## config.mk

```make
export PLATFORM = sky130hd
export DESIGN_NAME = axi_filter_range_cfg_flat
export DESIGN_NICKNAME = d
export VERILOG_FILES = /design/src/rtl/axi_filter_range_cfg_if.sv /design/src/rtl/axi_filter_range_cfg.sv /design/src/flat_wrapper.sv
export SDC_FILE = /design/constraint.sdc
export NUM_CORES = 1
export LEC_CHECK = 0
export ABC_AREA = 1
export BUFFER_PORTS_ARGS = -buffer_cell sky130_fd_sc_hd__buf_2
export CORE_MARGIN = 2
export CORE_UTILIZATION = 35
export CTS_CLUSTER_DIAMETER = 80
export DETAILED_ROUTE_END_ITERATION = 7
export GPL_TIMING_DRIVEN = 0
export PLACE_DENSITY = 0.55
export SLEW_MARGIN = 20
export SYNTH_ARGS = -nofsm -noshare
export SYNTH_HDL_FRONTEND = slang
export SYNTH_SLANG_ARGS = --single-unit
```

## constraint.sdc

```tcl
create_clock -name i_clk -period 3.3 [get_ports i_clk]
set_input_delay 0.33 -clock i_clk [delete_from_list [all_inputs] [get_ports i_clk]]
set_output_delay 0.33 -clock i_clk [all_outputs]
set_load 0.01 [all_outputs]
```

## src/rtl/axi_filter_range_cfg_if.sv

```systemverilog
// APB slave port bundle for the range configuration block.
// Signal names keep the block's pin names so board-level wiring reads the same.
interface axi_filter_range_cfg_if;
    logic [11:0] apb_paddr_i;
    logic        apb_psel_i;
    logic        apb_penable_i;
    logic        apb_pwrite_i;
    logic [31:0] apb_pwdata_i;
    logic [31:0] apb_prdata_o;
    logic        apb_pready_o;
    logic        apb_pslverr_o;

    modport master (
        output apb_paddr_i, apb_psel_i, apb_penable_i, apb_pwrite_i, apb_pwdata_i,
        input  apb_prdata_o, apb_pready_o, apb_pslverr_o
    );

    modport slave (
        input  apb_paddr_i, apb_psel_i, apb_penable_i, apb_pwrite_i, apb_pwdata_i,
        output apb_prdata_o, apb_pready_o, apb_pslverr_o
    );
endinterface

```

## src/rtl/axi_filter_range_cfg.sv

```systemverilog
// APB-programmable address ranges for axi_filter_wr_channel.
// Software fills shadow START/STOP/ENABLE, then COMMIT copies them to the
// active set only while the filter is idle, so a burst never sees a change.
// Optional feature macro: AXI_FILTER_CFG_LOCK_EN (sticky LOCK bit in CTRL).

// One range: shadow bounds, active bounds and the registered output window.
module axi_filter_range_cfg_lane #(
    parameter int AW = 32
) (
    input  logic          i_clk,
    input  logic          i_rst_n,
    input  logic          i_wr_start,
    input  logic          i_wr_stop,
    input  logic [AW-1:0] i_wdata,
    input  logic          i_en_shadow,
    input  logic          i_apply,
    output logic [AW-1:0] o_sh_start,
    output logic [AW-1:0] o_sh_stop,
    output logic [AW-1:0] o_start,
    output logic [AW-1:0] o_stop
);
    logic [AW-1:0] act_start;
    logic [AW-1:0] act_stop;
    logic          act_en;

    // Shadow bounds written by software, invisible to the filter until commit
    always_ff @(posedge i_clk or negedge i_rst_n) begin
        if (!i_rst_n) begin
            o_sh_start <= '0;
            o_sh_stop  <= '0;
        end else begin
            if (i_wr_start) o_sh_start <= i_wdata;
            if (i_wr_stop)  o_sh_stop  <= i_wdata;
        end
    end

    // Active set is replaced as a whole when a commit is applied
    always_ff @(posedge i_clk or negedge i_rst_n) begin
        if (!i_rst_n) begin
            act_start <= '0;
            act_stop  <= '0;
            act_en    <= 1'b0;
        end else if (i_apply) begin
            act_start <= o_sh_start;
            act_stop  <= o_sh_stop;
            act_en    <= i_en_shadow;
        end
    end

    // Disabled range becomes START=all-ones/STOP=0 so it can never match
    always_ff @(posedge i_clk or negedge i_rst_n) begin
        if (!i_rst_n) begin
            o_start <= '1;
            o_stop  <= '0;
        end else begin
            o_start <= act_en ? act_start : '1;
            o_stop  <= act_en ? act_stop  : '0;
        end
    end
endmodule

module axi_filter_range_cfg #(
    parameter int AXI_ADDR_WIDTH = 32,
    parameter int NBR_RANGE      = 1
) (
    input  logic                                       i_clk,
    input  logic                                       i_rst_n,
    axi_filter_range_cfg_if.slave                      apb,
    input  logic                                       i_filter_idle,
    output logic [NBR_RANGE-1:0][AXI_ADDR_WIDTH-1:0]   START_ADDR,
    output logic [NBR_RANGE-1:0][AXI_ADDR_WIDTH-1:0]   STOP_ADDR,
    output logic                                       o_commit_pending
);
    typedef struct packed {
        logic [11:0] addr;
        logic        write;
        logic [31:0] wdata;
    } apb_req_t;

    typedef enum logic { IDLE, ACK } apb_state_e;
    typedef enum logic { C_IDLE, C_PEND } cmt_state_e;

    apb_state_e cs, ns;
    cmt_state_e c_cs, c_ns;

    apb_req_t req;
    logic     access;
    logic     is_ctrl, is_stat, is_en, is_rng, rng_stop;
    logic [8:0] rng_off;
    logic     err, wr_ok, commit_wr, apply, locked;
    logic [31:0] rd_data;
    logic [31:0] prdata_q;
    logic        slverr_q;
    logic [NBR_RANGE-1:0] en_shadow;
    logic [NBR_RANGE-1:0] wr_start, wr_stop;
    logic [NBR_RANGE-1:0][AXI_ADDR_WIDTH-1:0] sh_start, sh_stop;

    logic unused_bits;
    assign unused_bits = ^{req.addr[1:0], req.wdata};

    assign req = '{addr: apb.apb_paddr_i, write: apb.apb_pwrite_i, wdata: apb.apb_pwdata_i};

    // Only an access phase seen while idle starts a transfer; ACK ignores the held bus
    assign access = apb.apb_psel_i & apb.apb_penable_i & (cs == IDLE);

    assign o_commit_pending = (c_cs == C_PEND);
    assign apply            = (c_cs == C_PEND) & i_filter_idle;

    // Address decode, error classification and read mux
    always_comb begin
        rng_off  = req.addr[11:3] - 9'h020;
        is_ctrl  = (req.addr[11:2] == 10'h000);
        is_stat  = (req.addr[11:2] == 10'h001);
        is_en    = (req.addr[11:2] == 10'h002);
        is_rng   = (req.addr[11:3] >= 9'h020) && (int'(rng_off) < NBR_RANGE);
        rng_stop = req.addr[2];

        err = !(is_ctrl | is_stat | is_en | is_rng);
        if (req.write) begin
            if (is_stat) err = 1'b1;
            if (locked && (is_ctrl || is_en || is_rng)) err = 1'b1;
            if (o_commit_pending && (is_en || is_rng)) err = 1'b1;
        end

        wr_ok     = access & req.write & ~err;
        commit_wr = wr_ok & is_ctrl & req.wdata[0];

        rd_data = '0;
        if (is_stat) begin
            rd_data[0] = o_commit_pending;
            rd_data[1] = locked;
        end
        if (is_en) rd_data[NBR_RANGE-1:0] = en_shadow;
        for (int i = 0; i < NBR_RANGE; i++) begin
            if (is_rng && rng_off == 9'(i))
                rd_data[AXI_ADDR_WIDTH-1:0] = rng_stop ? sh_stop[i] : sh_start[i];
        end

        wr_start = '0;
        wr_stop  = '0;
        for (int i = 0; i < NBR_RANGE; i++) begin
            if (wr_ok && is_rng && rng_off == 9'(i)) begin
                wr_start[i] = ~rng_stop;
                wr_stop[i]  = rng_stop;
            end
        end
    end

    // APB handshake state register
    always_ff @(posedge i_clk or negedge i_rst_n) begin
        if (!i_rst_n) cs <= IDLE;
        else          cs <= ns;
    end

    // One wait state: every access phase spends exactly one cycle in ACK
    always_comb begin
        ns = cs;
        case (cs)
            IDLE: if (access) ns = ACK;
            ACK:  ns = IDLE;
            default: ns = IDLE;
        endcase
    end

    // Response captured at the access edge so it is valid alongside pready
    always_ff @(posedge i_clk or negedge i_rst_n) begin
        if (!i_rst_n) begin
            prdata_q <= '0;
            slverr_q <= 1'b0;
        end else if (access) begin
            prdata_q <= (err || req.write) ? '0 : rd_data;
            slverr_q <= err;
        end else begin
            prdata_q <= '0;
            slverr_q <= 1'b0;
        end
    end

    assign apb.apb_pready_o  = (cs == ACK);
    assign apb.apb_pslverr_o = slverr_q;
    assign apb.apb_prdata_o  = prdata_q;

    // Enable shadow register
    always_ff @(posedge i_clk or negedge i_rst_n) begin
        if (!i_rst_n)               en_shadow <= '0;
        else if (wr_ok && is_en)    en_shadow <= req.wdata[NBR_RANGE-1:0];
    end

`ifdef AXI_FILTER_CFG_LOCK_EN
    logic lock_q;
    // Lock is sticky; only reset clears it
    always_ff @(posedge i_clk or negedge i_rst_n) begin
        if (!i_rst_n)                            lock_q <= 1'b0;
        else if (wr_ok && is_ctrl && req.wdata[1]) lock_q <= 1'b1;
    end
    assign locked = lock_q;
`else
    assign locked = 1'b0;
`endif

    // Commit state register
    always_ff @(posedge i_clk or negedge i_rst_n) begin
        if (!i_rst_n) c_cs <= C_IDLE;
        else          c_cs <= c_ns;
    end

    // Pending commit waits for the filter to report idle; repeat COMMITs fold in
    always_comb begin
        c_ns = c_cs;
        case (c_cs)
            C_IDLE: if (commit_wr) c_ns = C_PEND;
            C_PEND: if (i_filter_idle) c_ns = C_IDLE;
            default: c_ns = C_IDLE;
        endcase
    end

    for (genvar g = 0; g < NBR_RANGE; g++) begin : g_lane
        axi_filter_range_cfg_lane #(.AW(AXI_ADDR_WIDTH)) u_lane (
            .i_clk      (i_clk),
            .i_rst_n    (i_rst_n),
            .i_wr_start (wr_start[g]),
            .i_wr_stop  (wr_stop[g]),
            .i_wdata    (req.wdata[AXI_ADDR_WIDTH-1:0]),
            .i_en_shadow(en_shadow[g]),
            .i_apply    (apply),
            .o_sh_start (sh_start[g]),
            .o_sh_stop  (sh_stop[g]),
            .o_start    (START_ADDR[g]),
            .o_stop     (STOP_ADDR[g])
        );
    end
endmodule

```

## src/flat_wrapper.sv

```systemverilog
// flat-port wrapper written by rule: the top's interface ports become plain ports
module axi_filter_range_cfg_flat 
#(
    parameter int AXI_ADDR_WIDTH = 32,
    parameter int NBR_RANGE      = 1
)
  (i_clk, i_rst_n, i_filter_idle, START_ADDR, STOP_ADDR, o_commit_pending, apb_apb_paddr_i, apb_apb_psel_i, apb_apb_penable_i, apb_apb_pwrite_i, apb_apb_pwdata_i, apb_apb_prdata_o, apb_apb_pready_o, apb_apb_pslverr_o);
  axi_filter_range_cfg_if apb_i ();
  input  logic i_clk;
  input  logic i_rst_n;
  input  logic i_filter_idle;
  output logic [NBR_RANGE-1:0][AXI_ADDR_WIDTH-1:0] START_ADDR;
  output logic [NBR_RANGE-1:0][AXI_ADDR_WIDTH-1:0] STOP_ADDR;
  output logic o_commit_pending;
  input wire logic [$bits(apb_i.apb_paddr_i)-1:0] apb_apb_paddr_i;
  input wire logic [$bits(apb_i.apb_psel_i)-1:0] apb_apb_psel_i;
  input wire logic [$bits(apb_i.apb_penable_i)-1:0] apb_apb_penable_i;
  input wire logic [$bits(apb_i.apb_pwrite_i)-1:0] apb_apb_pwrite_i;
  input wire logic [$bits(apb_i.apb_pwdata_i)-1:0] apb_apb_pwdata_i;
  output wire logic [$bits(apb_i.apb_prdata_o)-1:0] apb_apb_prdata_o;
  output wire logic [$bits(apb_i.apb_pready_o)-1:0] apb_apb_pready_o;
  output wire logic [$bits(apb_i.apb_pslverr_o)-1:0] apb_apb_pslverr_o;
  assign apb_i.apb_paddr_i = apb_apb_paddr_i;
  assign apb_i.apb_psel_i = apb_apb_psel_i;
  assign apb_i.apb_penable_i = apb_apb_penable_i;
  assign apb_i.apb_pwrite_i = apb_apb_pwrite_i;
  assign apb_i.apb_pwdata_i = apb_apb_pwdata_i;
  assign apb_apb_prdata_o = apb_i.apb_prdata_o;
  assign apb_apb_pready_o = apb_i.apb_pready_o;
  assign apb_apb_pslverr_o = apb_i.apb_pslverr_o;
  axi_filter_range_cfg #(.AXI_ADDR_WIDTH(AXI_ADDR_WIDTH), .NBR_RANGE(NBR_RANGE)) u_core (.i_clk(i_clk), .i_rst_n(i_rst_n), .apb(apb_i), .i_filter_idle(i_filter_idle), .START_ADDR(START_ADDR), .STOP_ADDR(STOP_ADDR), .o_commit_pending(o_commit_pending));
endmodule
```

Word level (Yosys, flattened, before mapping)
Cells that the tools add are included.
{"block": "word_totals", "input_bits": 50, "word_cells": 61, "n_memories": 0, "latch_bits": 0, "out_inout_bits": 99, "mem_bits_ro": 0, "reg_bits": 229, "ram_bits": 0}
{"block": "classes", "n_eq_ne": 2, "div_mod_pow": 0, "muxes": 19, "reduce_logical": 11, "n_mul": 0, "shift": 0, "add_sub_neg": 1, "magnitude_cmp": 2, "bitwise_logic": 14}
{"operator": "32-bit 2-to-1 mux", "n": 6}
{"operator": "1-bit 2-to-1 mux", "n": 11}
{"operator": "10-bit by 1-bit equality test with 1-bit output, second input constant", "n": 1}
{"operator": "10-bit by 2-bit equality test with 1-bit output, second input constant", "n": 1}
{"operator": "10-bit logical NOT", "n": 1}
{"operator": "9-bit by 6-bit >= comparator with 1-bit output, second input constant", "n": 1}
{"operator": "9-bit logical NOT", "n": 1}
{"operator": "9-bit by 1-bit less-than comparator with 1-bit output, second input constant", "n": 1}
{"operator": "9-bit by 6-bit subtractor with 9-bit output, second input constant", "n": 1}
{"operator": "1-bit bitwise AND", "n": 7}
{"operator": "1-bit logical AND", "n": 6}
{"operator": "1-bit NOT", "n": 4}
{"operator": "1-bit case mux with 2 select lines", "n": 2}
{"operator": "1-bit bitwise OR", "n": 3}
{"operator": "1-bit logical OR", "n": 2}
{"operator": "1-bit logical NOT", "n": 1}

Longest topological paths before layout
Gate-level depths: netlist of run 1.
{"block": "depth", "ltp_word": 14, "ltp_mapped": 15, "ltp_nobuf": 14}

Cells and area by module
Synthesis of run 1 repeated with hierarchy kept, for this count alone.
{"block": "hier_totals", "cells_unflattened": 968, "area_unflattened_um2": 8977.4}
{"mod": "axi_filter_range_cfg_lane", "seq_area_each_um2": 4869.7, "cells_per_inst": 746, "area_per_inst_um2": 7051.8, "instances": 1}
{"mod": "axi_filter_range_cfg", "seq_area_each_um2": 900.9, "cells_per_inst": 222, "area_per_inst_um2": 1925.6, "instances": 1}

Worst setup path before layout of run 1
No wires, ideal clock.
{"block": "synth_path", "kind": "input to register", "startpoint": "input apb_apb_paddr_i[8]", "endpoint": "register u_core.g_lane[0].u_lane.o_sh_stop[10]", "required_time_ps": 3182, "setup_time_ps": 118, "arrival_ps": 1737, "slack_ps": 1444, "stages": 14, "path_buffers": 1, "cell_sequence": "inv_1 -> ha_1 -> inv_1 -> nand2_1 -> nand2_2 -> nor2_2 -> nand3_2 -> nand2_2 -> nand2_1 -> nor2_2 -> nand4_2 -> buf_2 -> nand2_1 -> nand2_1"}
{"block": "synth_between", "elab_chain_cells": 13, "word_cells_on_any_way": 22}
{"element": "from (decl)", "line_no": "flat_wrapper.sv:15", "rtl": "input wire logic [$bits(apb_i.apb_paddr_i)-1:0] apb_apb_paddr_i;"}
{"element": "9-bit by 6-bit subtractor with 9-bit output, or another cell as far along", "line_no": "axi_filter_range_cfg.sv:111", "rtl": "rng_off = req.addr[11:3] - 9'h020;"}
{"element": "9-bit by 1-bit less-than comparator with 1-bit output / 1-bit bitwise OR (equally long branches)", "line_no": "axi_filter_range_cfg.sv:115, axi_filter_range_cfg.sv:118"}
{"element": "1-bit logical AND / 1-bit bitwise OR (equally long branches)", "line_no": "axi_filter_range_cfg.sv:115, axi_filter_range_cfg.sv:118"}
{"element": "1-bit bitwise OR", "line_no": "axi_filter_range_cfg.sv:118", "rtl": "err = !(is_ctrl | is_stat | is_en | is_rng);"}
{"element": "1-bit logical NOT", "line_no": "axi_filter_range_cfg.sv:118"}
{"element": "1-bit 2-to-1 mux", "line_no": "axi_filter_range_cfg.sv:120", "rtl": "if (is_stat) err = 1'b1;"}
{"element": "1-bit 2-to-1 mux", "line_no": "axi_filter_range_cfg.sv:122", "rtl": "if (o_commit_pending && (is_en || is_rng)) err = 1'b1;"}
{"element": "1-bit 2-to-1 mux", "line_no": "axi_filter_range_cfg.sv:119", "rtl": "if (req.write) begin"}
{"element": "1-bit NOT", "line_no": "axi_filter_range_cfg.sv:125", "rtl": "wr_ok = access & req.write & ~err;"}
{"element": "1-bit bitwise AND", "line_no": "axi_filter_range_cfg.sv:125"}
{"element": "1-bit logical AND", "line_no": "axi_filter_range_cfg.sv:142", "rtl": "if (wr_ok && is_rng && rng_off == 9'(i)) begin"}
{"element": "1-bit logical AND *", "line_no": "axi_filter_range_cfg.sv:142"}
{"element": "1-bit 2-to-1 mux *", "line_no": "axi_filter_range_cfg.sv:142"}
{"element": "to (signal assigned)", "line_no": "axi_filter_range_cfg.sv:33", "rtl": "if (i_wr_stop) o_sh_stop <= i_wdata;"}
{"element": "to (decl)", "line_no": "axi_filter_range_cfg.sv:18", "rtl": "output logic [AW-1:0] o_sh_stop,"}
Mark *: on every way between the ends. The rest lies on a longest branch, timed or not.
A chain may end at the register's enable or synchronous reset.

Worst setup path in the final report of run 1
{"block": "layout_path", "startpoint": "register u_core.c_cs (netlist: u_core.o_commit_pending)", "endpoint": "register u_core.g_lane[0].u_lane.act_start[29]"}
{"block": "layout_between", "elab_chain_cells": 1}
{"element": "from (decl)", "line_no": "axi_filter_range_cfg.sv:84", "rtl": "cmt_state_e c_cs, c_ns;"}
{"element": "from (signal assigned)", "line_no": "axi_filter_range_cfg.sv:204", "rtl": "else c_cs <= c_ns;"}
{"element": "1-bit bitwise AND", "line_no": "axi_filter_range_cfg.sv:107", "rtl": "assign apply = (c_cs == C_PEND) & i_filter_idle;"}
{"element": "to (signal assigned)", "line_no": "axi_filter_range_cfg.sv:44", "rtl": "act_start <= o_sh_start;"}
{"element": "to (decl)", "line_no": "axi_filter_range_cfg.sv:22", "rtl": "logic [AW-1:0] act_start;"}
No other way between the ends.

==> flow_summary.html, run 1 <==
<table>
<tr><th>Metric</th><th>Value</th></tr>
<tr><th colspan="2">Logic synthesis</th></tr>
<tr><td>Number of synthesized flops with an enable pin</td><td>0</td></tr>
<tr><td>Top flip-flop cell by instance count after synthesis</td><td>dfrtp_1</td></tr>
<tr><td>Seq cells post-synth</td><td>229</td></tr>
<tr><td>Gate count after technology mapping</td><td>roughly 940</td></tr>
<tr><td>Sequential area share after synthesis</td><td>0.649</td></tr>
<tr><td>Number of nets produced by synthesis</td><td>around 1,000</td></tr>
<tr><td>Cell with the most instances after synthesis</td><td>nand2_1</td></tr>
<tr><td>Warnings, synthesis</td><td>0</td></tr>
<tr><td>Most used standard cells in the synthesized netlist</td><td>nand2_1, dfrtp_1, inv_1</td></tr>
<tr><td>Mapped cell area</td><td>around 0.0089 mm2</td></tr>
<tr><td>FFs w/ async S/R, synth</td><td>1.00</td></tr>
<tr><td>Number of distinct library cell variants in the gate-level netlist after synthesis</td><td>26</td></tr>
<tr><td>Average cell area after synthesis</td><td>between 9 and 10 um2</td></tr>
<tr><td>Library cell with the largest summed area after synthesis</td><td>dfrtp_1</td></tr>
<tr><td>Cell types with the largest area share after synthesis</td><td>dfrtp_1, nand2_1, dfstp_2, inv_1, nand4_1</td></tr>
<tr><td>Area fraction of the dominant cell type after synthesis</td><td>0.554</td></tr>
<tr><th colspan="2">CTS</th></tr>
<tr><td>CTS tree</td><td>built</td></tr>
<tr><td>Skew-Pair Late Insertion Delay</td><td>0.53 ns</td></tr>
<tr><td>Number of buffers added for setup after CTS</td><td>0</td></tr>
<tr><td>CTS clock-pin slew for the worst setup and hold paths</td><td>approximately 0.06 ns</td></tr>
<tr><td>Buffer levels on the longest clock path</td><td>3</td></tr>
<tr><td>Number of clock buffers inserted by TritonCTS</td><td>26</td></tr>
<tr><td>Clk sinks</td><td>between 200 and 250</td></tr>
<tr><td>Clock root cell</td><td>clkbuf_16</td></tr>
<tr><td>H-tree levels</td><td>1</td></tr>
<tr><th colspan="2">Drt</th></tr>
<tr><td>DR iter-0 viols</td><td>roughly 330</td></tr>
<tr><td>Iteration count of the initial detailed-routing pass</td><td>5</td></tr>
<tr><td>DRC violation count after routing</td><td>0</td></tr>
<tr><td>Post-route antenna net violation count</td><td>0</td></tr>
<tr><td>Via density per instance</td><td>about 4.6</td></tr>
<tr><td>Final routed wire length divided by cell count</td><td>between 15 and 20 um</td></tr>
<tr><td>Overall routed net length</td><td>22.8 mm</td></tr>
<tr><td>Routed via count</td><td>around 6.7k</td></tr>
<tr><th colspan="2">GRT</th></tr>
<tr><td>Global-route wire length before repair</td><td>36.3 mm</td></tr>
<tr><td>Initial antenna violation count</td><td>1</td></tr>
<tr><td>Number of global-route vias before repair</td><td>6,779</td></tr>
<tr><td>Leftover overflow at the end of global routing</td><td>0</td></tr>
<tr><td>Overall routing resource usage</td><td>0.175</td></tr>
<tr><td>Pin count of the biggest net entering global routing</td><td>roughly 90</td></tr>
<tr><th colspan="2">Critical path</th></tr>
<tr><td>Cell breakdown of the critical path</td><td>nand2_1 &gt; clkbuf_1 &gt; clkbuf_1 &gt; nor2_1 &gt; a21oi_1</td></tr>
<tr><td>Crit path buf inv count</td><td>2</td></tr>
<tr><td>CP max-delay cell</td><td>clkbuf_1</td></tr>
<tr><td>Delay-heaviest family, CP</td><td>buffers and inverters</td></tr>
<tr><td>CP Capture Type</td><td>flip-flop</td></tr>
<tr><td>Maximum fanout count along the critical path</td><td>10</td></tr>
<tr><td>Cell type with the highest occurrence count on the critical path</td><td>clkbuf_1</td></tr>
<tr><td>Maximum single-stage delay on the critical path</td><td>0.63 ns</td></tr>
<tr><td>Data arrival, critical path</td><td>roughly 2.7 ns</td></tr>
<tr><td>Type of origin of the critical path</td><td>flip-flop</td></tr>
<tr><td>Startpoint-to-endpoint class of the critical path</td><td>flip-flop to flip-flop</td></tr>
<tr><td>Required time at the endpoint of the critical path</td><td>around 3.7 ns</td></tr>
<tr><th colspan="2">STA</th></tr>
<tr><td>Worst slew margin relative to its limit</td><td>0.462</td></tr>
<tr><td>Post-layout minimum cycle time</td><td>around 2.2 ns</td></tr>
<tr><td>Measured slew at the worst slew-check pin</td><td>slightly above 0.8 ns</td></tr>
<tr><td># setup viols final</td><td>0</td></tr>
<tr><td>Unrepaired setup endpoints after global routing</td><td>false</td></tr>
<tr><td>Hold violation count in the final report</td><td>0</td></tr>
<tr><td>Clock Skews</td><td>between 0.015 and 0.02 ns</td></tr>
<tr><td>Maximum achievable frequency</td><td>452 MHz</td></tr>
<tr><td>Fraction of the cycle the final worst path needs</td><td>0.670</td></tr>
<tr><td>Worst hold slack after final layout</td><td>0.0641 ns</td></tr>
<tr><td>Final slew viol count</td><td>0</td></tr>
<tr><th colspan="2">Placement</th></tr>
<tr><td>Placed cell count</td><td>1,418</td></tr>
<tr><td>Input/output buffers</td><td>~150</td></tr>
<tr><td>HPWL after detailed placement</td><td>16.1 mm</td></tr>
<tr><td>Placer congestion estimate</td><td>a little over 0.8</td></tr>
<tr><td>Area post-placement</td><td>around 0.010 mm2</td></tr>
<tr><th colspan="2">Pwr</th></tr>
<tr><td>Power density over the cells</td><td>624 mW/mm2</td></tr>
<tr><td>Total power after layout</td><td>around 6.8 mW</td></tr>
<tr><td>Leakage power summed over all cells</td><td>about 6 nW</td></tr>
<tr><td>Worst IR Drop VDD</td><td>about 0.38 mV</td></tr>
<tr><th colspan="2">Die</th></tr>
<tr><td>Cell Rows</td><td>58</td></tr>
<tr><td>Starting Density</td><td>0.355</td></tr>
<tr><td>Floorplan Core Area</td><td>between 0.02 and 0.03 mm2</td></tr>
<tr><td>Chip height</td><td>163 um</td></tr>
<tr><td>Area of the die</td><td>between 0.02 and 0.03 mm2</td></tr>
<tr><td>X dimension of the die</td><td>roughly 160 um</td></tr>
<tr><td>Boundary Pins</td><td>around 150</td></tr>
<tr><th colspan="2">Run</th></tr>
<tr><td>Max Cap Violations</td><td>0</td></tr>
<tr><th colspan="2">Run status</th></tr>
<tr><td>Status</td><td>finished, final reports clean</td></tr>
<tr><th colspan="2">Min path</th></tr>
<tr><td>Tightest Hold Check Type</td><td>input port to flip-flop</td></tr>
<tr><th colspan="2">Finish</th></tr>
<tr><td>Final non-filler cell total</td><td>between 1k and 1.5k</td></tr>
<tr><td>Final cell utilization of the core</td><td>0.438</td></tr>
<tr><td>Final std cell area, no fill</td><td>approximately 0.011 mm2</td></tr>
<tr><td>Area Growth Syn to Fin</td><td>23.2%</td></tr>
<tr><td>Layout cell share with drive strength beyond 1</td><td>0.222</td></tr>
<tr><td>Number of nets in the finished design</td><td>1,171</td></tr>
</table>
cells by family after synthesis:
kind of cell | count (synthesis) | synth area share
AND/OR/NAND/NOR | 430 | 0.208
flip-flops | 229 | 0.649
adder cells (fa/ha/maj) | 4 | 0.00563
buffers and inverters | 174 | 0.0775
AO/OA/AOI/OAI | 104 | 0.0601
sequential cells by signal, indices dropped and copies added, names as in the netlist:
register and flops:
u_core.apb.apb_pslverr_o 1, u_core.g_lane.u_lane.o_start 32, u_core.g_lane.u_lane.act_start 32, u_core.apb.apb_prdata_o 32, u_core.en_shadow 1, u_core.o_commit_pending 1
u_core.g_lane.u_lane.act_stop 32, u_core.g_lane.u_lane.o_stop 32, u_core.g_lane.u_lane.o_sh_stop 32, u_core.apb.apb_pready_o 1, u_core.g_lane.u_lane.o_sh_start 32, u_core.g_lane.u_lane.act_en 1
where the power goes:
group	total (mW)	switching, mW	internal, mW
clock	2.75	1.12	1.63
sequential	3.28	0.0799	3.20
combinational	0.806	0.543	0.263
total	6.84	1.74	5.09
worst min-delay path, cell delays in order:
cell,delay (ns)
buf_2,0.09
nand4_1,0.08
nand2_1,0.06
final timing paths:
check                                                     start                               endpoint  slack, ns  cells past startpoint
max                                     u_core.o_commit_pending  u_core.g_lane[0].u_lane.act_start[29]       1.09                      5
min                                        apb_apb_pwdata_i[14]  u_core.g_lane[0].u_lane.o_sh_stop[14]       0.06                      3
max reg2reg                             u_core.o_commit_pending  u_core.g_lane[0].u_lane.act_start[29]       1.09                      5
min reg2reg                u_core.g_lane[0].u_lane.act_start[5]     u_core.g_lane[0].u_lane.o_start[5]       0.44                      2
max in group asynchronous                               i_rst_n    u_core.g_lane[0].u_lane.o_start[22]       2.17                      3
min in group asynchronous                               i_rst_n                u_core.apb.apb_pready_o       0.32                      2
cell usage in the layout (no fill, tap or decap), types with 2 or more instances in the layout:
master,instances
a21oi_1,33
buf_1,5
buf_16,2
buf_2,158
buf_4,5
clkbuf_1,40
clkbuf_16,26
clkbuf_8,8
clkinv_2,5
dfrtp_1,197
dfstp_2,32
diode_2,3
ha_1,4
inv_1,115
nand2_1,272
nand2_2,2
nand3_1,7
nand4_1,68
nand4_2,2
nor2_1,71
nor2_2,5
o21ai_0,66
metal layers:
layer,share of wire,vias to the layer above,GRT usage
met5,0,-,0
met4,0.030,0,0.0591
met3,0.045,44,0.0277
met2,0.46,155,0.280
met1,0.46,3191,0.243
li1,-,3310,-
per-stage QoR:
step | setup slack (ns) | TNS, ns
CTS | 0.984 | 0
finish | 1.09 | 0
detailed placement | 0.815 | 0
global route | 0.900 | 0
global placement | -2.15 | -443.09
floorplan | 1.44 | 0
layout make-up:
cell class | instances | area (um2)
clock inverters | 8 | 57.6
plain buffers | 58 | 254
clock buffers | 40 | 783
inverters | 116 | 435
diodes | 3 | 7.51
repair buffers | 148 | 801
flip-flops and latches | 229 | 5770
fillers | 2512 | 14100
multi-input cells | 538 | 2430
well taps | 330 | 413
timing repair:
item / CTS / global route
hold endpoints to repair: 45 / 0
hold buffers: 1 / 0
resized for setup: 0 / 0
Power figures use the tool's default switching activity.
==> inputs of run 2 (changes only) <==
ABC_AREA = 0   (was 1)
clock period = 2.27 ns   (was 3.3 ns; I/O delays follow)
==> run 2 against run 1 <==
Compared with the run above: via count fell by 24%; sequential power rose by 25%; critical path depth rose by 3; count of clock-buffer cells in the layout fell by 1; combinational power fell by 68%; clock power rose by 42%; clock skew fell by 0.0057 ns.
==> flow_summary.html, run 2 <==
<table>
<tr><th>Metric</th><th>Value</th></tr>
<tr><th colspan="2">Run status</th></tr>
<tr><td>Status</td><td>finished, final reports clean</td></tr>
<tr><th colspan="2">Finish</th></tr>
<tr><td>Leading cell type in the layout, fill and taps excluded</td><td>dfrtp_1</td></tr>
<tr><td>Layout cell share with drive strength beyond 1</td><td>0.465</td></tr>
<tr><td>Filler Cell Count</td><td>2,209</td></tr>
<tr><td>Commonest non-fill, non-tap cells in the layout</td><td>dfrtp_1, buf_2, mux2_2, nor2_1, dlygate4sd3_1</td></tr>
<tr><td>Number of nets in the finished design</td><td>between 800 and 900</td></tr>
<tr><td>N_diodes</td><td>0</td></tr>
<tr><td>Area Growth Syn to Fin</td><td>27.6%</td></tr>
<tr><th colspan="2">Logic synthesis</th></tr>
<tr><td>Area fraction of the dominant cell type after synthesis</td><td>0.567</td></tr>
<tr><td>Number of distinct library cell variants in the gate-level netlist after synthesis</td><td>36</td></tr>
<tr><td>Gate count after technology mapping</td><td>around 570</td></tr>
<tr><td>Mapped cell area</td><td>around 0.0087 mm2</td></tr>
<tr><td>Top flip-flop cell by instance count after synthesis</td><td>dfrtp_1</td></tr>
<tr><td>Library cell with the largest summed area after synthesis</td><td>dfrtp_1</td></tr>
<tr><td>Cell with the most instances after synthesis</td><td>dfrtp_1</td></tr>
<tr><td>Most used standard cells in the synthesized netlist</td><td>dfrtp_1, mux2_2, nor2_1</td></tr>
<tr><td>FFs w/ async S/R, synth</td><td>1.00</td></tr>
<tr><td>Number of synthesized flops with an enable pin</td><td>0</td></tr>
<tr><td>Sequential area share after synthesis</td><td>0.664</td></tr>
<tr><td>Seq cells post-synth</td><td>approximately 230</td></tr>
<tr><td>Average cell area after synthesis</td><td>roughly 15 um2</td></tr>
<tr><td>Warnings, synthesis</td><td>0</td></tr>
<tr><td>Number of nets produced by synthesis</td><td>~620</td></tr>
<tr><td>Cell types with the largest area share after synthesis</td><td>dfrtp_1, mux2_2, dfstp_2, mux2_4, mux2i_1</td></tr>
<tr><th colspan="2">Critical path</th></tr>
<tr><td>Maximum single-stage delay on the critical path</td><td>roughly 0.58 ns</td></tr>
<tr><td>Required time at the endpoint of the critical path</td><td>approximately 2.7 ns</td></tr>
<tr><td>Type of origin of the critical path</td><td>input port</td></tr>
<tr><td>Startpoint-to-endpoint class of the critical path</td><td>input port to flip-flop</td></tr>
<tr><td>Cell type with the highest occurrence count on the critical path</td><td>clkbuf_1</td></tr>
<tr><td>Cell breakdown of the critical path</td><td>buf_2 &gt; or4_4 &gt; nor4_4 &gt; o21ai_2 &gt; or3_1 &gt; clkbuf_1 &gt; clkbuf_1 &gt; nor2_1</td></tr>
<tr><td>CP max-delay cell</td><td>or4_4</td></tr>
<tr><td>Flop2flop setup slack</td><td>0.20 ns</td></tr>
<tr><td>Data arrival, critical path</td><td>2.51 ns</td></tr>
<tr><td>Maximum fanout count along the critical path</td><td>10</td></tr>
<tr><td>CP Capture Type</td><td>flip-flop</td></tr>
<tr><th colspan="2">Pwr</th></tr>
<tr><td>Leakage power summed over all cells</td><td>between 5 and 6 nW</td></tr>
<tr><td>Power density over the cells</td><td>744 mW/mm2</td></tr>
<tr><td>Worst IR Drop VDD</td><td>0.605 mV</td></tr>
<tr><th colspan="2">CTS</th></tr>
<tr><td>Clock root cell</td><td>clkbuf_16</td></tr>
<tr><td>Buffer levels on the longest clock path</td><td>3</td></tr>
<tr><td>Number of buffers added for setup after CTS</td><td>0</td></tr>
<tr><td>CTS clock-pin slew for the worst setup and hold paths</td><td>0.06 ns</td></tr>
<tr><td>H-tree levels</td><td>1</td></tr>
<tr><td>Number of clock buffers inserted by TritonCTS</td><td>26</td></tr>
<tr><td>CTS tree</td><td>built</td></tr>
<tr><td>Clk sinks</td><td>229</td></tr>
<tr><td>Skew-Pair Late Insertion Delay</td><td>~0.52 ns</td></tr>
<tr><th colspan="2">Drt</th></tr>
<tr><td>Routed via count</td><td>~5k</td></tr>
<tr><td>DR iter-0 viols</td><td>between 200 and 250</td></tr>
<tr><td>Final routed wire length divided by cell count</td><td>between 15 and 20 um</td></tr>
<tr><td>Overall routed net length</td><td>roughly 19 mm</td></tr>
<tr><td>Via density per instance</td><td>approximately 4.5</td></tr>
<tr><td>Iteration count of the initial detailed-routing pass</td><td>5</td></tr>
<tr><td>DRC violation count after routing</td><td>0</td></tr>
<tr><td>Post-route antenna net violation count</td><td>0</td></tr>
<tr><th colspan="2">Die</th></tr>
<tr><td>Boundary Pins</td><td>approximately 150</td></tr>
<tr><td>Chip height</td><td>roughly 160 um</td></tr>
<tr><td>Starting Density</td><td>0.357</td></tr>
<tr><td>Area of the die</td><td>0.0261 mm2</td></tr>
<tr><td>X dimension of the die</td><td>between 150 and 200 um</td></tr>
<tr><td>Cell Rows</td><td>57</td></tr>
<tr><td>Floorplan Core Area</td><td>0.0243 mm2</td></tr>
<tr><th colspan="2">STA</th></tr>
<tr><td>Clock Skews</td><td>about 0.0095 ns</td></tr>
<tr><td>Maximum achievable frequency</td><td>482 MHz</td></tr>
<tr><td>Fraction of the cycle the final worst path needs</td><td>0.914</td></tr>
<tr><td>Worst slew margin relative to its limit</td><td>0.352</td></tr>
<tr><td>Final slew viol count</td><td>0</td></tr>
<tr><td>Measured slew at the worst slew-check pin</td><td>around 0.97 ns</td></tr>
<tr><td>Worst hold slack after final layout</td><td>between 0.15 and 0.2 ns</td></tr>
<tr><td># setup viols final</td><td>0</td></tr>
<tr><td>Hold violation count in the final report</td><td>0</td></tr>
<tr><td>Post-layout minimum cycle time</td><td>just over 2 ns</td></tr>
<tr><td>Minimum setup slack in the final design</td><td>between 0.15 and 0.2 ns</td></tr>
<tr><td>Unrepaired setup endpoints after global routing</td><td>false</td></tr>
<tr><th colspan="2">Placement</th></tr>
<tr><td>Input/output buffers</td><td>between 100 and 150</td></tr>
<tr><td>Pre-CTS setup slack</td><td>-0.497 ns</td></tr>
<tr><td>Placer congestion estimate</td><td>~0.75</td></tr>
<tr><td>HPWL after detailed placement</td><td>12.7 mm</td></tr>
<tr><th colspan="2">Run</th></tr>
<tr><td>Max Cap Violations</td><td>0</td></tr>
<tr><th colspan="2">GRT</th></tr>
<tr><td>Overall routing resource usage</td><td>0.150</td></tr>
<tr><td>Pin count of the biggest net entering global routing</td><td>approximately 100</td></tr>
<tr><td>Global-route wire length before repair</td><td>just over 30 mm</td></tr>
<tr><td>Initial antenna violation count</td><td>0</td></tr>
<tr><td>Number of global-route vias before repair</td><td>between 5k and 6k</td></tr>
<tr><td>Leftover overflow at the end of global routing</td><td>0</td></tr>
<tr><th colspan="2">Min path</th></tr>
<tr><td>Tightest Hold Check Type</td><td>input port to flip-flop</td></tr>
</table>
run 2: what timing repair did:
action | in CTS | in global routing
setup endpoints to repair | 40 | 62
hold endpoints to repair | 117 | 0
resized for setup | 5 | 11
hold buffers | 36 | 0
run 2: worst paths after layout:
path | cells after the start | to | from
worst max-delay path | 8 | u_core.apb.apb_prdata_o[30] | apb_apb_paddr_i[4]
worst min register to register | 1 | u_core.g_lane[0].u_lane.o_start[3] | u_core.g_lane[0].u_lane.act_start[3]
min in group asynchronous | 2 | u_core.g_lane[0].u_lane.o_stop[7] | i_rst_n
worst max register to register | 5 | u_core.g_lane[0].u_lane.o_sh_start[7] | u_core.apb.apb_pready_o
worst min-delay path | 3 | u_core.apb.apb_pready_o | apb_apb_psel_i
max in group asynchronous | 4 | u_core.g_lane[0].u_lane.o_start[20] | i_rst_n
run 2: report_power, final:
group	internal, mW	leakage, nW	total [mW]	switching (mW)
clock network	2.31	0.395	3.90	1.59
logic	0.108	2.20	0.261	0.153
registers	4.09	3.09	4.09	0.00153
total	6.51	5.68	8.25	1.75
run 2: through the flow:
step,util,power [mW],setup TNS (ns),instance area (um2),std cells
finish,0.456,8.25,0,11100,1120
CTS,0.455,8.39,0,11100,1120
global route,0.456,8.60,0,11100,1120
detailed placement,0.407,4.38,-27.72,9890,1036
floorplan,-,4.21,-1.21,8690,565
global placement,0.404,4.36,-618.39,9820,1034
run 2: per-layer routing:
layer / vias to the layer above / global-route usage / part of all wire
li1: 2339 / - / -
met1: 2590 / 0.193 / 0.44
met2: 125 / 0.259 / 0.49
met3: 34 / 0.0293 / 0.051
met4: 0 / 0.0414 / 0.020
met5: - / 0 / 0
run 2: cell type report:
cell class	count	area (um2)	area share
tap	324	405	0.0365
clock buffer	39	761	0.0686
clock inverter	9	52.6	0.00474
inverter	4	15.0	0.00135
buffer	29	175	0.0158
sequential	229	5770	0.520
multi-input combinational	303	2760	0.249
timing repair buffer	183	1150	0.104
run 2: kinds of logic after synthesis:
family	after synthesis	synth area share
compound gates	10	0.00691
simple gates	125	0.0823
flops	229	0.664
mux	163	0.219
xor+xnor	1	0.00101
buf+inv	33	0.0207
fa+ha+maj	4	0.00576
run 2: worst max-delay path: cells and delay by family:
kind | cells | cell delay (ns)
compound gates | 1 | 0.13
simple gates | 4 | 1.50
buf+inv | 3 | 0.66
